### src/rtl/machine_timer.sv
// machine_timer: RV32 mtime/mtimecmp timer with prescaler, sticky pending, IRQ out (ports: I_clk, I_rst, I_sel, I_memrw, I_address, I_data -> O_data, O_interrupt)
module machine_timer #(
  parameter int          PRESCALE    = 1,
  parameter logic [31:0] BASE_OFFSET = 32'h0000_0000
) (
  input  logic        I_clk,
  input  logic        I_rst,
  input  logic        I_sel,
  input  logic        I_memrw,
  input  logic [31:0] I_address,
  input  logic [31:0] I_data,
  output logic [31:0] O_data,
  output logic        O_interrupt
);
  localparam int CW = PRESCALE > 1 ? $clog2(PRESCALE) : 1;
  localparam logic [CW-1:0] LAST = CW'(PRESCALE - 1);
  logic [31:0] off;
  logic [2:0] idx;
  logic wr, tick, match, unused_bits;
  logic [63:0] mtime_q, mtime_d, cmp_q, cmp_d;
  logic [CW-1:0] pre_q, pre_d;
  logic count_en_q, count_en_d, irq_en_q, irq_en_d, pending_q, pending_d, irq_q, irq_d;
  logic [31:0] rd;
  always_comb begin
    off = I_address - BASE_OFFSET;
    idx = off[4:2];
    unused_bits = ^{off[31:5], off[1:0]};
    wr = I_sel & I_memrw;
    tick = count_en_q && pre_q == LAST;
    match = mtime_q >= cmp_q;
    mtime_d = tick ? mtime_q + 64'd1 : mtime_q;
    pre_d = count_en_q ? (tick ? '0 : pre_q + CW'(1)) : pre_q;
    cmp_d = cmp_q;
    count_en_d = count_en_q;
    irq_en_d = irq_en_q;
    pending_d = match | (pending_q & ~(wr && idx == 3'd5 && I_data[0]));
    if (wr)
      case (idx)
        3'd0: begin
          mtime_d = {mtime_q[63:32], I_data};
          pre_d = '0;
        end
        3'd1: begin
          mtime_d = {I_data, mtime_q[31:0]};
          pre_d = '0;
        end
        3'd2: cmp_d[31:0] = I_data;
        3'd3: cmp_d[63:32] = I_data;
        3'd4: begin
          count_en_d = I_data[0];
          irq_en_d = I_data[1];
        end
        default: ;
      endcase
    irq_d = pending_d & irq_en_d;
    rd = idx == 3'd0 ? mtime_q[31:0] :
         idx == 3'd1 ? mtime_q[63:32] :
         idx == 3'd2 ? cmp_q[31:0] :
         idx == 3'd3 ? cmp_q[63:32] :
         idx == 3'd4 ? {30'b0, irq_en_q, count_en_q} :
         idx == 3'd5 ? {31'b0, pending_q} : 32'b0;
    O_data = I_sel ? rd : 32'b0;
  end
  always_ff @(posedge I_clk) begin
    if (I_rst) begin
      mtime_q <= '0;
      cmp_q <= '1;
      pre_q <= '0;
      count_en_q <= 1'b0;
      irq_en_q <= 1'b0;
      pending_q <= 1'b0;
      irq_q <= 1'b0;
    end else begin
      mtime_q <= mtime_d;
      cmp_q <= cmp_d;
      pre_q <= pre_d;
      count_en_q <= count_en_d;
      irq_en_q <= irq_en_d;
      pending_q <= pending_d;
      irq_q <= irq_d;
    end
  end
  assign O_interrupt = irq_q;
endmodule

### config.mk
export PLATFORM = sky130hd
export DESIGN_NAME = machine_timer
export DESIGN_NICKNAME = d
export VERILOG_FILES = /design/src/rtl/machine_timer.sv
export SDC_FILE = /design/constraint.sdc
export NUM_CORES = 1
export LEC_CHECK = 0
export ABC_CLOCK_PERIOD_IN_PS = 2400
export BUFFER_PORTS_ARGS = -buffer_cell sky130_fd_sc_hd__buf_2
export CORE_UTILIZATION = 54
export CTS_CLUSTER_DIAMETER = 40
export DETAILED_ROUTE_END_ITERATION = 10
export MAX_ROUTING_LAYER = met4
export PLACE_DENSITY = 0.74
export SLEW_MARGIN = 40
export SYNTH_ARGS = -nofsm -noshare
export SYNTH_HDL_FRONTEND = slang
export SYNTH_SLANG_ARGS = --single-unit
### constraint.sdc
create_clock -name I_clk -period 2.4 [get_ports I_clk]
set_input_delay 0.12 -clock I_clk [delete_from_list [all_inputs] [get_ports I_clk]]
set_output_delay 0.12 -clock I_clk [all_outputs]
set_load 0.03 [all_outputs]
==> impl_metrics.py <==
metrics = {
    "status": {
        "outcome": "completed",
    },
    "route": {
        "drt_iter0_drc": 1083,
        "drc": 0,
        "ant_nets": 0,
        "postRouteWirelength_um": 30300,
        "via_count": 9746,
        "dr.pass1.iters": 5,
        "routedWlPerCell_um": 19.8,
        "via_per_inst": 6.38,
    },
    "worst_setup_path": {
        "rrSetupSlack_ns": 0.05,
        "cp_top_family": "simple AND/OR/NAND/NOR gates",
        "start_kind": "register",
        "worstSetupPathType": "register to register",
        "r2r-start": "mtime_q[21]",
        "path_max_fanout": 5,
        "worst_ep_required_time_ns": 2.74,
        "r2r-end": "mtime_q[33]",
        "crit_path_cell_trace": "and4_4 -> nand4_1 -> buf_4 -> buf_4 -> or4b_4 -> or3_1 -> a31oi_1",
        "critPathCaptureType": "register",
        "cp.buffers_inverters": 2,
        "crit_top_cell": "buf_4",
        "cp_slowest_cell": "or4b_4",
        "arrival_ns": 2.69,
        "cpPeakStageDelay_ns": 0.57,
        "reg2reg_depth": 7,
    },
    "cells_and_area": {
        "final_core_utilization": 0.683,
        "design_area_um2": 10900,
        "diodes": 0,
        "layout.nets": 1431,
        "nFillCells": 1345,
        "areaGrowthSynthToFinish_pct": 22.7,
        "drive_gt1_frac": 0.187,
        "final_cells": 1527,
    },
    "synth": {
        "synth_area_leader_cell": "dfxtp_1",
        "synth_cell_types": 69,
        "yosysTopAreaCellShare": 0.300,
        "synthesis.nets": 1293,
        "yosys-top-cells-area": "dfxtp_1 30%, ha_1 9.2%, nand2_1 6.0%",
        "ys_seq_elements": 133,
        "synth_area_per_cell_um2": 7.65,
        "syn_inst": 1160,
        "syn-cell-area_um2": 8870,
        "async_reset_ff_frac": 0,
        "synth-edff-count": 0,
        "ys.flop_type": "dfxtp_1",
        "ys_warn_count": 0,
        "ys_seq_area_frac": 0.300,
    },
    "timing": {
        "slew_headroom": 0.527,
        "drv_slew": 0,
        "hold_viol_final": 0,
        "fmaxAchievable_mhz": 426,
        "setup_viol": 0,
        "fin_crit_ns": 2.35,
        "period_share": 0.977,
        "fin_skew_ns": 0.00960,
        "worstMarginPinSlew_ns": 0.709,
    },
    "floorplanning": {
        "die-area_um2": 16900,
        "fp.coreArea_um2": 15900,
        "rows": 46,
        "die_h_um": 130,
        "die-width_um": 130,
        "start_util": 0.556,
        "floorplan.io_pins": 101,
    },
    "min_path": {
        "whs_path_depth": 3,
        "hp-class": "primary input to register",
        "hold_end": "cmp_q[4]",
        "hold_start": "I_data[4]",
    },
    "placed_design": {
        "port_buffers": 71,
        "placed_area_um2": 10000,
        "dp_cells": 1475,
        "hpwl_um": 20900,
        "gp_congestion": 1.01,
    },
    "clock_tree": {
        "numCtsBuffers": 17,
        "clkTransAtPathRegs_ns": 0.06,
        "clk_path_buf_depth": 2,
        "cts-root-buf": "clkbuf_16",
        "cts.sinks": 133,
        "cts_tree": "yes",
        "clk_latency_ns": 0.43,
        "htree_levels": 4,
    },
    "grt": {
        "grt_pass1_vias": 9115,
        "grt_pass1_wl_um": 47600,
        "antenna_found_initial": 0,
        "grt_start_max_net_pins": 73,
        "overflow": 0,
        "grt_util_all_layers": 0.376,
    },
    "power": {
        "total_power_uw": 5770,
        "p_per_area_nw_per_um2": 530,
        "peakVddDrop_uv": 502,
        "p_leak_uw": 0.00476,
    },
    "run": {
        "drv_cap": 0,
    },
}
==> Yosys cell counts, types with 9 or more instances <==
| master | count |
|---|---|
| dfxtp_1 | 133 |
| clkbuf_1 | 61 |
| nor2_1 | 99 |
| o221ai_1 | 30 |
| o211ai_1 | 71 |
| nand3_1 | 24 |
| a21oi_1 | 93 |
| mux2i_1 | 10 |
| and3_1 | 14 |
| and2_1 | 9 |
| nor3_1 | 58 |
| a31oi_1 | 11 |
| o21ai_0 | 35 |
| nor4_1 | 25 |
| nor2b_1 | 13 |
| xnor2_1 | 10 |
| inv_1 | 76 |
| ha_1 | 65 |
| or3_1 | 10 |
| a211oi_1 | 30 |
| nand2_1 | 142 |
| and4_1 | 10 |
| nand4_1 | 24 |
==> power breakdown <==
group / total, uW / leakage (uW) / internal, uW / switching [uW]
clock network: 2800 / 0.000304 / 1780 / 1010
logic: 685 / 0.00338 / 241 / 443
registers: 2290 / 0.00108 / 2260 / 31.8
total: 5770 / 0.00476 / 4280 / 1490
==> per-stage QoR <==
step	setup TNS, ns	setup slack [ns]	hold slack, ns
final	0	0.0543	0.000518
after global routing	-0.0859	-0.0859	0.0124
after CTS	0	0.0161	0.000304
after detailed placement	0	0.00971	0.415
after global placement	0	0.0511	0.406
after floorplan	0	0.171	0.196
==> layer usage <==
layer | share of wire | GRT usage | vias to the layer above | wire length, um
met5 | 0 | - | - | 0
met4 | 0.028 | 0.137 | 0 | 853
met3 | 0.080 | 0.0549 | 81 | 2410
met2 | 0.47 | 0.607 | 512 | 14300
met1 | 0.42 | 0.475 | 4605 | 12700
li1 | - | - | 4548 | -
==> worst register-to-register path, stage by stage, from the launching register on <==
cell and delay (ns):
dfxtp_1 0.33, and4_4 0.25, nand4_1 0.25, buf_4 0.24, buf_4 0.14, or4b_4 0.57
or3_1 0.33, a31oi_1 0.15
==> cells by family (layout without fill, tap and decap cells) <==
logic type,after synthesis,in the layout,synth area share
AND/OR/NAND/NOR,463,463,0.263
AO/OA/AOI/OAI,314,314,0.237
buffers and inverters,156,307,0.0726
flip-flops,133,133,0.300
adder cells (fa/ha/maj),65,65,0.0917
XOR/XNOR,16,16,0.0158
multiplexers,13,13,0.0189
==> final cells by class <==
cell class / instances / area [um2] / area share
Inverter: 76 / 285 / 0.0262
Sequential cell: 133 / 2660 / 0.245
Clock inverter: 10 / 153 / 0.0140
Multi-Input combinational cell: 871 / 5650 / 0.519
Timing Repair Buffer: 199 / 1400 / 0.129
Tap cell: 216 / 270 / 0.0248
Clock buffer: 22 / 464 / 0.0426
==> what timing repair did <==
item	CTS	global route
buffers inserted	0	2
endpoints found under the hold margin	32	0
cloned	0	0
hold buffers	18	0
endpoints found under the setup margin	2	17
pin swaps	0	7
gates resized for setup	1	14
==> placed cells by master, fill, tap and decap left out, types with 30 or more instances in the layout <==
cell type and n:
nand2_1 142, ha_1 65, inv_1 75, o211ai_1 71, dfxtp_1 132, o221ai_1 30, a211oi_1 30, buf_2 71
nor3_1 55, a21oi_1 93, o21ai_0 35, nor2_1 97, buf_4 107
==> worst max-delay path by stage <==
stage                start          end  slack (ns)  cells after the start
4_1_cts         mtime_q[0]  O_interrupt        0.02                      9
2_1_floorplan   mtime_q[0]  mtime_q[32]        0.17                      9
3_3_place_gp    mtime_q[0]  O_interrupt        0.05                      9
3_5_place_dp    mtime_q[0]  O_interrupt        0.01                      9
6_report       mtime_q[21]  mtime_q[33]        0.05                      7
5_1_grt        mtime_q[21]  mtime_q[56]       -0.09                      8
==> flip-flops by register name, indices dropped and copies added (netlist names) <==
register	count
count_en_q	1
mtime_q	64
pre_q	1
pending_q	1
irq_en_q	1
cmp_q	64
O_interrupt	1
Note: power is estimated with default switching activity, not from simulation.
